<file path="src/rtl/ahb_slave_responder_pkg.sv">
// Shared AHB definitions used by the slave responder and its environment.
package ahb_pkg_hdl;

  localparam logic [1:0] HTRANS_IDLE   = 2'b00;
  localparam logic [1:0] HTRANS_BUSY   = 2'b01;
  localparam logic [1:0] HTRANS_NONSEQ = 2'b10;
  localparam logic [1:0] HTRANS_SEQ    = 2'b11;

  localparam logic [1:0] HRESP_OKAY    = 2'b00;
  localparam logic [1:0] HRESP_ERROR   = 2'b01;

  typedef enum logic [1:0] {
    IDLE = 2'b00,
    DATA = 2'b01,
    ERR1 = 2'b10,
    ERR2 = 2'b11
  } ahb_slv_state_t;

endpackage

</file>
<file path="src/rtl/ahb_slave_responder_if.sv">
// AHB bus bundle: 32-bit address, 16-bit data path.
interface ahb_if;
  logic        hsel;
  logic [31:0] haddr;
  logic [1:0]  htrans;
  logic        hwrite;
  logic [2:0]  hsize;
  logic [2:0]  hburst;
  logic [15:0] hwdata;
  logic        hready;
  logic [15:0] hrdata;
  logic [1:0]  hresp;

  modport master (
    output hsel, haddr, htrans, hwrite, hsize, hburst, hwdata,
    input  hready, hrdata, hresp
  );

  modport slave (
    input  hsel, haddr, htrans, hwrite, hsize, hburst, hwdata,
    output hready, hrdata, hresp
  );
endinterface

</file>
<file path="src/rtl/ahb_slave_responder_regfile.sv">
// DEPTH x 16 word store: one synchronous write port, one combinational read port.
module ahb_slave_regfile #(
  parameter int unsigned DEPTH = 16,
  localparam int unsigned IW = $clog2(DEPTH)
) (
  input  logic          hclk,
  input  logic          hreset,
  input  logic          we,
  input  logic [IW-1:0] widx,
  input  logic [15:0]   wdata,
  input  logic [IW-1:0] ridx,
  output logic [15:0]   rdata
);

  logic [15:0] mem [DEPTH];

  always_ff @(posedge hclk or posedge hreset) begin
    if (hreset) begin
      for (int unsigned i = 0; i < DEPTH; i++) mem[i] <= '0;
    end else if (we) begin
      mem[widx] <= wdata;
    end
  end

  assign rdata = mem[ridx];

endmodule

</file>
<file path="src/rtl/ahb_slave_responder.sv">
// AHB single-transfer slave with programmable wait states and two-cycle ERROR for out-of-range addresses.
module ahb_slave_responder
  import ahb_pkg_hdl::*;
#(
  parameter logic [31:0] BASE_ADDR   = 32'h0000_0000,
  parameter int unsigned DEPTH       = 16,
  parameter int unsigned WAIT_STATES = 0,
  parameter bit          WDATA_EARLY = 1'b1
) (
  input logic  hclk,
  input logic  hreset,
  ahb_if.slave bus
);

  localparam int unsigned IW = $clog2(DEPTH);
  // 33 bits so BASE_ADDR + 2*DEPTH cannot wrap at the top of the address map
  localparam logic [32:0] LIMIT = {1'b0, BASE_ADDR} + 33'(2 * DEPTH);

  ahb_slv_state_t state;
  logic [3:0]     cnt;
  logic           p_write;
  logic [IW-1:0]  p_idx;
  logic [15:0]    p_wdata;
  logic           hready_q;
  logic [1:0]     hresp_q;

  logic [31:0]    offset;
  logic [IW-1:0]  a_idx;
  logic           a_err;
  logic           accept;
  logic           we;
  logic [15:0]    wdata;
  logic [15:0]    rdata;
  logic           unused_ok;

  assign offset = bus.haddr - BASE_ADDR;
  assign a_idx  = offset[IW:1];
  assign a_err  = (bus.haddr < BASE_ADDR) || ({1'b0, bus.haddr} >= LIMIT);
  assign accept = bus.hsel && bus.htrans[1] && hready_q;
  assign we     = (state == DATA) && (cnt == '0) && p_write;
  assign wdata  = WDATA_EARLY ? p_wdata : bus.hwdata;

  assign unused_ok = ^{bus.hsize, bus.hburst, bus.htrans[0], offset[31:IW+1], offset[0]};

  always_ff @(posedge hclk or posedge hreset) begin
    if (hreset) begin
      state    <= IDLE;
      cnt      <= '0;
      p_write  <= 1'b0;
      p_idx    <= '0;
      p_wdata  <= '0;
      hready_q <= 1'b1;
      hresp_q  <= HRESP_OKAY;
    end else if (accept) begin
      // Accept is only possible in IDLE, ERR2 or the final DATA cycle, so it overrides them all
      p_write <= bus.hwrite;
      p_idx   <= a_idx;
      p_wdata <= bus.hwdata;
      if (a_err) begin
        state    <= ERR1;
        hready_q <= 1'b0;
        hresp_q  <= HRESP_ERROR;
      end else begin
        state    <= DATA;
        cnt      <= 4'(WAIT_STATES);
        hready_q <= (WAIT_STATES == 0);
        hresp_q  <= HRESP_OKAY;
      end
    end else begin
      case (state)
        DATA: begin
          if (cnt != '0) begin
            cnt      <= cnt - 4'd1;
            hready_q <= (cnt == 4'd1);
          end else begin
            state    <= IDLE;
            hready_q <= 1'b1;
          end
          hresp_q <= HRESP_OKAY;
        end
        ERR1: begin
          state    <= ERR2;
          hready_q <= 1'b1;
          hresp_q  <= HRESP_ERROR;
        end
        ERR2: begin
          state    <= IDLE;
          hready_q <= 1'b1;
          hresp_q  <= HRESP_OKAY;
        end
        default: begin
          state    <= IDLE;
          hready_q <= 1'b1;
          hresp_q  <= HRESP_OKAY;
        end
      endcase
    end
  end

  ahb_slave_regfile #(.DEPTH(DEPTH)) u_regfile (
    .hclk  (hclk),
    .hreset(hreset),
    .we    (we),
    .widx  (p_idx),
    .wdata (wdata),
    .ridx  (p_idx),
    .rdata (rdata)
  );

  assign bus.hready = hready_q;
  assign bus.hresp  = hresp_q;
  assign bus.hrdata = ((state == DATA) && !p_write) ? rdata : '0;

endmodule

</file>
<file path="src/flat_wrapper.sv">
// flat-port wrapper written by rule: the top's interface ports become plain ports
module ahb_slave_responder_flat import ahb_pkg_hdl::*;
#(
  parameter logic [31:0] BASE_ADDR   = 32'h0000_0000,
  parameter int unsigned DEPTH       = 16,
  parameter int unsigned WAIT_STATES = 0,
  parameter bit          WDATA_EARLY = 1'b1
)
  (hclk, hreset, bus_hsel, bus_haddr, bus_htrans, bus_hwrite, bus_hsize, bus_hburst, bus_hwdata, bus_hready, bus_hrdata, bus_hresp);
  ahb_if bus_i ();
  input logic hclk;
  input logic hreset;
  input wire logic [$bits(bus_i.hsel)-1:0] bus_hsel;
  input wire logic [$bits(bus_i.haddr)-1:0] bus_haddr;
  input wire logic [$bits(bus_i.htrans)-1:0] bus_htrans;
  input wire logic [$bits(bus_i.hwrite)-1:0] bus_hwrite;
  input wire logic [$bits(bus_i.hsize)-1:0] bus_hsize;
  input wire logic [$bits(bus_i.hburst)-1:0] bus_hburst;
  input wire logic [$bits(bus_i.hwdata)-1:0] bus_hwdata;
  output wire logic [$bits(bus_i.hready)-1:0] bus_hready;
  output wire logic [$bits(bus_i.hrdata)-1:0] bus_hrdata;
  output wire logic [$bits(bus_i.hresp)-1:0] bus_hresp;
  assign bus_i.hsel = bus_hsel;
  assign bus_i.haddr = bus_haddr;
  assign bus_i.htrans = bus_htrans;
  assign bus_i.hwrite = bus_hwrite;
  assign bus_i.hsize = bus_hsize;
  assign bus_i.hburst = bus_hburst;
  assign bus_i.hwdata = bus_hwdata;
  assign bus_hready = bus_i.hready;
  assign bus_hrdata = bus_i.hrdata;
  assign bus_hresp = bus_i.hresp;
  ahb_slave_responder #(.BASE_ADDR(BASE_ADDR), .DEPTH(DEPTH), .WAIT_STATES(WAIT_STATES), .WDATA_EARLY(WDATA_EARLY)) u_core (.hclk(hclk), .hreset(hreset), .bus(bus_i));
endmodule
</file>
<file path="config.mk">
export PLATFORM = sky130hd
export DESIGN_NAME = ahb_slave_responder_flat
export DESIGN_NICKNAME = d
export VERILOG_FILES = /design/src/rtl/ahb_slave_responder_pkg.sv /design/src/rtl/ahb_slave_responder_if.sv /design/src/rtl/ahb_slave_responder_regfile.sv /design/src/rtl/ahb_slave_responder.sv /design/src/flat_wrapper.sv
export SDC_FILE = /design/constraint.sdc
export NUM_CORES = 1
export LEC_CHECK = 0
export ABC_AREA = 1
export CORE_ASPECT_RATIO = 1.2
export CORE_MARGIN = 2
export CORE_UTILIZATION = 56
export CTS_BUF_LIST = sky130_fd_sc_hd__clkbuf_8
export DETAILED_ROUTE_END_ITERATION = 8
export PLACE_DENSITY = 0.85
export SLEW_MARGIN = 30
export SYNTH_ARGS = -nofsm -noshare
export SYNTH_HDL_FRONTEND = slang
export SYNTH_SLANG_ARGS = --single-unit
</file>
<file path="constraint.sdc">
create_clock -name hclk -period 10.8 [get_ports hclk]
set_clock_uncertainty 0.15 [all_clocks]
set_input_delay 2.7 -clock hclk [delete_from_list [all_inputs] [get_ports hclk]]
set_output_delay 2.7 -clock hclk [all_outputs]
set_load 0.005 [all_outputs]
</file>
==> summary.log, run 1 <==
qor: clock_tree.post-cts-setup-buffers 0
qor: die.rows 62
qor: cells_and_area.postLayoutCellArea 15100 um2
qor: logic_synthesis.synth.net_count 1843
qor: timing.hold_viol_final 0
qor: place.detailed_place.area 14200 um2
qor: timing.grt_setup_unrepaired false
qor: clock_tree.cts_made_buffers 43
qor: die.die-height 175 um
qor: logic_synthesis.synth_sequential_area_ratio 52.3%
qor: setup_path.critical_path.startpoint_type flip-flop
qor: setup_path.timing.critical_path.required 7.95 ns
qor: route.initial_drt_pass_iterations 6
qor: logic_synthesis.synth_seq_cells 285
qor: setup_path.cp_num_buf_inv 2
qor: setup_path.worstPathMaxFanout 90
qor: cells_and_area.layout_commonest_cell sky130_fd_sc_hd__nand2_1
qor: global_route.grt_start_max_net_pins 191
qor: route.routed_via_density 5.40
qor: die.dieWidth 146 um
qor: setup_path.cp_top_family buffers and inverters
qor: timing.fmax 150 MHz
qor: setup_path.path_cells buf_4, nand2_4, nor2_1, a21oi_1, nand2_1, nand2_1, nand2_1, nor2_1, nor2_1, clkdlybuf4s50_1
qor: timing.slew_viol_final 0
qor: setup_path.setup.worst_path.end_class output pin
qor: clock_tree.cts_max_path_bufs 3
qor: route.routed_via_count 11500
qor: job.drv_cap 0
qor: route.drt.antenna.violating_nets 0
qor: clock_tree.clk_latency 0.55 ns
qor: logic_synthesis.synth.cell_area 13600 um2
qor: power_and_ir_drop.power_per_cell_area 182 nW/um2
qor: cells_and_area.final_instance_count_without_filler_cells 2136
qor: route.route.detailed.wl_per_inst 15.4 um
qor: global_route.globalRouteTotalUtil 26.6%
qor: setup_path.critPathMaxStageDelay 0.85 ns
qor: setup_path.setup.worst_path.class reg -> out
qor: setup_path.cp_data_arrival_time 3.81 ns
qor: global_route.grt_pass1_wl 55000 um
qor: cells_and_area.final_core_utilization 63.1%
qor: timing.tightestPinTransition 0.998 ns
qor: cells_and_area.syn_to_final_growth 10.8%
qor: cells_and_area.drive_above_1_share 5.67%
qor: logic_synthesis.synth_top_area_share 52.1%
qor: global_route.first_global_vias 11300
qor: logic_synthesis.synth_cell_types 29
qor: timing.finalSetupViolations 0
qor: cells_and_area.nets 1849
qor: global_route.antenna_found_initial 0
qor: cells_and_area.antenna-diode-count 0
qor: global_route.total_congestion_overflow 0
qor: logic_synthesis.synthCells 1781
qor: clock_tree.ctsHtreeMaxLevel 2
qor: clock_tree.tritoncts yes
qor: place.place_congestion 0.783
qor: die.floorplan.initialDensity 56.9%
qor: logic_synthesis.synth_top_area_cell sky130_fd_sc_hd__dfrtp_1
qor: die.pin_count 79
qor: place.dp_hpwl 18300 um
qor: die.core_area 24000 um2
qor: logic_synthesis.synth_area_leaders sky130_fd_sc_hd__dfrtp_1, sky130_fd_sc_hd__nand2_1, sky130_fd_sc_hd__o21ai_0, sky130_fd_sc_hd__o21ai_1, sky130_fd_sc_hd__inv_1
qor: clock_tree.clock_tree_root_driver_cell sky130_fd_sc_hd__clkbuf_8
qor: worst_hold_path.min-delay-path-class reg -> reg
qor: route.routed_wirelength 32800 um
qor: timing.timing.final.crit_share 61.7%
qor: clock_tree.clock_transition_at_the_register_clock_pins_on_the_worst_setup_and_hold_paths_after_cts 0.06 ns
qor: die.area_of_the_die 25600 um2
qor: place.placed_cell_count 2061
qor: timing.final_period_minus_worst_setup_slack 6.66 ns
qor: setup_path.reg2reg_slack 7.12 ns
qor: setup_path.critical_path.slowest_cell sky130_fd_sc_hd__dfrtp_4
qor: timing.final.setup.tns 0 ns
qor: timing.max-slew-margin-rel 33.0%
qor: route.dr.first_iter.drc_count 1173
qor: clock_tree.tritoncts_num_sinks 285
qor: logic_synthesis.postSynthAreaPerCell 7.66 um2
qor: clock_tree.post_cts_resize_count 0
qor: place.port_buffers 69
qor: logic_synthesis.count_of_synthesis_stage_warnings_from_yosys 0
qor: power_and_ir_drop.power.leakage 6.87 nW
qor: clock_tree.cts_hold_buf 0
qor: power_and_ir_drop.vdd_ir_drop_max 116 uV
qor: cells_and_area.most_frequent_cells_in_the_layout sky130_fd_sc_hd__nand2_1, sky130_fd_sc_hd__dfrtp_1, sky130_fd_sc_hd__o21ai_0
qor: run_status.run_status complete, no violations
qor: route.route.detailed.drc 0
==> flip-flops by register name (all words and copies together) (netlist names) <==
register / flops
u_core.cnt: 4
u_core.state: 2
u_core.p_write: 1
u_core.bus.hready: 1
u_core.u_regfile.mem: 256
u_core.p_idx: 4
u_core.bus.hresp: 1
u_core.p_wdata: 16
==> worst reg2reg max path, cell delays in order, from the launching register on <==
cell,delay [ns]
sky130_fd_sc_hd__dfrtp_4,0.85
sky130_fd_sc_hd__buf_4,0.80
sky130_fd_sc_hd__nand2_4,0.38
sky130_fd_sc_hd__clkinv_2,0.21
sky130_fd_sc_hd__nand3_2,0.76
sky130_fd_sc_hd__o21ai_1,0.40
==> worst paths after layout <==
path                                            from                   endpoint  cells after the start
setup / recovery                     u_core.p_idx[0]             bus_hrdata[10]                     10
hold / removal             u_core.u_regfile.mem[203]  u_core.u_regfile.mem[203]                      2
setup reg to reg                     u_core.p_idx[0]   u_core.u_regfile.mem[73]                      5
hold reg to reg            u_core.u_regfile.mem[203]  u_core.u_regfile.mem[203]                      2
max in group asynchronous                     hreset            u_core.p_idx[0]                      4
min in group asynchronous                     hreset  u_core.u_regfile.mem[118]                      2
==> report_power, final <==
| part | internal (W) | total (W) | switching, W |
|---|---|---|---|
| Combinational | 0.000117 | 0.000649 | 0.000532 |
| Sequential | 0.00116 | 0.00123 | 0.0000714 |
| Clock | 0.000475 | 0.000879 | 0.000404 |
| Total | 0.00175 | 0.00276 | 0.00101 |
==> area by class of cell <==
cell class / instances / area (um2)
multi-input cells: 1198 / 5220
inverters: 178 / 678
fillers: 1918 / 8850
clock inverters: 16 / 65.1
flip-flops and latches: 285 / 7140
clock buffers: 58 / 798
repair buffers: 81 / 813
well taps: 320 / 400
==> layer usage <==
metal,track usage (%),vias to the layer above,part of all wire [%]
met4,12.0,0,3.9
met5,0,-,0
met1,33.1,5418,41
met3,3.86,108,6.7
li1,-,5566,-
met2,46.2,436,48
==> cells in the mapped netlist <==
library cell               count
sky130_fd_sc_hd__inv_2         1
sky130_fd_sc_hd__nand2_4       1
sky130_fd_sc_hd__buf_2        56
sky130_fd_sc_hd__o21ai_1     181
sky130_fd_sc_hd__buf_1         3
sky130_fd_sc_hd__nand2_1     689
sky130_fd_sc_hd__nand3_1      11
sky130_fd_sc_hd__dfstp_2       1
sky130_fd_sc_hd__conb_1        1
sky130_fd_sc_hd__nand2_2       1
sky130_fd_sc_hd__inv_1       175
sky130_fd_sc_hd__and2_1        2
sky130_fd_sc_hd__ha_1          2
sky130_fd_sc_hd__o21ai_0     207
sky130_fd_sc_hd__nor2_1       64
sky130_fd_sc_hd__nor2_2        2
sky130_fd_sc_hd__buf_12        1
sky130_fd_sc_hd__dfrtp_1     284
sky130_fd_sc_hd__nor2_8        2
sky130_fd_sc_hd__xor2_1        1
sky130_fd_sc_hd__a31oi_1       1
sky130_fd_sc_hd__nand3_4       4
sky130_fd_sc_hd__buf_4        16
sky130_fd_sc_hd__a21oi_1      17
sky130_fd_sc_hd__nand3_2      11
sky130_fd_sc_hd__clkinv_2      2
sky130_fd_sc_hd__buf_6         3
sky130_fd_sc_hd__or2_2         1
sky130_fd_sc_hd__clkbuf_1     41
==> cells by family (layout without fill, tap and decap cells) <==
group	Yosys count	count (layout)	synth area share, %
simple gates	788	788	23.1
compound gates	406	406	14.9
buf+inv	298	333	9.45
flops	285	285	52.3
fa+ha+maj	2	2	0.183
other cells	1	1	0.0275
xor+xnor	1	1	0.0642
==> per-stage QoR <==
step,worst slack [ns],hold slack [ns],total power [W]
final,4.14,0.335,0.00276
after global routing,3.86,0.355,0.00289
after CTS,4.15,0.337,0.00276
after detailed placement,4.79,0.323,0.00189
after global placement,4.83,0.316,0.00186
after floorplan,0.0877,0.303,0.00171
Power figures use the tool's default switching activity.
==> run 2: changes to the inputs <==
clock period = 6 ns   (was 10.8 ns; I/O delays follow)
==> summary.log, run 2 (synthesis gave the netlist of run 1 again) <==
qor: timing.final_period_minus_worst_setup_slack 4.93 ns
qor: route.initial_drt_pass_iterations 5
qor: die.dieWidth 146 um
qor: setup_path.worst_setup_path_endpoint bus_hrdata[3]
qor: route.routed_wirelength 33000 um
qor: die.area_of_the_die 25600 um2
qor: global_route.total_congestion_overflow 0
qor: die.core_area 24000 um2
qor: power_and_ir_drop.power.leakage 6.92 nW
qor: timing.timing.final.crit_share 82.2%
qor: place.detailed_place.area 14300 um2
qor: route.routed_via_density 5.38
qor: die.pin_count 79
qor: timing.hold_viol_final 0
qor: cells_and_area.largest-register u_core.u_regfile.mem
qor: clock_tree.clk_latency 0.55 ns
qor: clock_tree.cts_made_buffers 43
qor: setup_path.regToRegStartpoint u_core.p_idx[1]
qor: power_and_ir_drop.power_per_cell_area 329 nW/um2
qor: global_route.antenna_found_initial 0
qor: setup_path.cp_data_arrival_time 3.28 ns
qor: die.floorplan.initialDensity 56.9%
qor: cells_and_area.layout_commonest_cell sky130_fd_sc_hd__nand2_1
qor: clock_tree.post-cts-setup-buffers 0
qor: clock_tree.clock_tree_root_driver_cell sky130_fd_sc_hd__clkbuf_8
qor: cells_and_area.nets 1854
qor: clock_tree.tritoncts_num_sinks 285
qor: route.route.detailed.wl_per_inst 15.4 um
qor: clock_tree.cts_max_path_bufs 3
qor: power_and_ir_drop.p_total 0.00499 W
qor: job.drv_cap 0
qor: setup_path.critical_path.startpoint u_core.p_idx[0]
qor: place.port_buffers 69
qor: cells_and_area.syn_to_final_growth 11.1%
qor: run_status.run_status complete, no violations
qor: timing.finalSetupViolations 0
qor: route.dr.first_iter.drc_count 1115
qor: cells_and_area.drive_above_1_share 5.70%
qor: clock_tree.clock_transition_at_the_register_clock_pins_on_the_worst_setup_and_hold_paths_after_cts 0.06 ns
qor: setup_path.worst-r2r-cell-count 5
qor: timing.fmax 203 MHz
qor: setup_path.worstPathMaxFanout 68
qor: global_route.grt_start_max_net_pins 86
qor: power_and_ir_drop.vdd_ir_drop_max 198 uV
qor: cells_and_area.postLayoutCellArea 15200 um2
qor: timing.grt_setup_unrepaired false
qor: die.rows 62
qor: setup_path.timing.critical_path.required 4.35 ns
qor: setup_path.setup.worst_path.class reg -> out
qor: timing.fin_hold_ws 0.333 ns
qor: route.route.detailed.drc 0
qor: setup_path.critical_path.startpoint_type flip-flop
qor: clock_tree.ctsHtreeMaxLevel 2
qor: clock_tree.tritoncts yes
qor: cells_and_area.largest_register_ff_count 256
qor: setup_path.setup.worst_path.end_class output pin
qor: global_route.globalRouteTotalUtil 26.8%
qor: timing.final.setup.tns 0 ns
qor: route.drt.antenna.violating_nets 0
qor: timing.slew_viol_final 0
qor: die.die-height 175 um
qor: place.place_congestion 0.803
qor: timing.tightestPinTransition 1.05 ns
qor: clock_tree.post_cts_resize_count 0
qor: cells_and_area.biggestRegsByFlops u_core.u_regfile.mem (256), u_core.p_wdata (16)
qor: setup_path.worst_r2r_endpoint u_core.u_regfile.mem[76]
qor: cells_and_area.most_frequent_cells_in_the_layout sky130_fd_sc_hd__nand2_1, sky130_fd_sc_hd__dfrtp_1, sky130_fd_sc_hd__o21ai_0
qor: route.routed_via_count 11500
qor: cells_and_area.antenna-diode-count 0
qor: setup_path.reg2reg_slack 3.04 ns
qor: worst_hold_path.worst_hold_startpoint u_core.u_regfile.mem[213]
qor: timing.max-slew-margin-rel 30.2%
qor: clock_tree.cts_hold_buf 0
qor: global_route.grt_pass1_wl 55400 um
qor: worst_hold_path.min-delay-path-class reg -> reg
qor: place.dp_hpwl 19400 um
qor: global_route.first_global_vias 11300
## run 2: cell count changes in the layout (fill, tap and decap cells not counted), sizes merged
cell,change
clkbuf,-6
inv,+6
buf,+5
bufinv,+2
## run 2: where the power goes
group | switching (W) | internal (W)
sequential | 0.000124 | 0.00209
clock | 0.000716 | 0.000866
combinational | 0.000971 | 0.000231
total | 0.00181 | 0.00318
## run 2: metrics by stage
step / std cells / utilization [%] / setup WS, ns
after global placement: 2066 / 59.5 / 1.46
after detailed placement: 2067 / 59.6 / 1.68
final: 2143 / 63.2 / 1.07
after floorplan: 1781 / - / 0.574
after global routing: 2143 / 63.2 / 0.874
after CTS: 2143 / 63.2 / 1.09
## run 2: worst min path at each step
stage,cells after the start,slack [ns],to
after global placement,2,0.31,u_core.u_regfile.mem[252]
after floorplan,2,0.30,u_core.u_regfile.mem[176]
after CTS,2,0.34,u_core.u_regfile.mem[196]
after detailed placement,2,0.32,u_core.u_regfile.mem[213]
final,2,0.33,u_core.u_regfile.mem[213]
after global routing,2,0.35,u_core.u_regfile.mem[62]
## run 2: cell type report
cell class / count / area (um2)
tap: 320 / 400
fill: 1949 / 8810
inverter: 178 / 674
clock inverter: 24 / 145
sequential: 285 / 7140
clock buffer: 52 / 716
multi-input combinational: 1198 / 5230
timing repair buffer: 86 / 856
## run 2: per-layer routing
| metal | track usage [%] | share of wire, % |
|---|---|---|
| met5 | 0 | 0 |
| met4 | 12.7 | 3.7 |
| met2 | 46.1 | 50 |
| met1 | 33.8 | 40 |
| met3 | 3.63 | 5.7 |
## run 2: critical path, cell delays in order, from the launching register on
cell and delay [ns]:
sky130_fd_sc_hd__dfrtp_4 0.79, sky130_fd_sc_hd__buf_12 0.31, sky130_fd_sc_hd__buf_4 0.34, sky130_fd_sc_hd__nand2_1 0.09
sky130_fd_sc_hd__o21ai_0 0.08, sky130_fd_sc_hd__nand2_1 0.06, sky130_fd_sc_hd__nand2_1 0.09, sky130_fd_sc_hd__nand2_1 0.04
sky130_fd_sc_hd__nand2_1 0.09, sky130_fd_sc_hd__nor2_1 0.04, sky130_fd_sc_hd__nor2_1 0.16, sky130_fd_sc_hd__clkdlybuf4s50_1 0.56
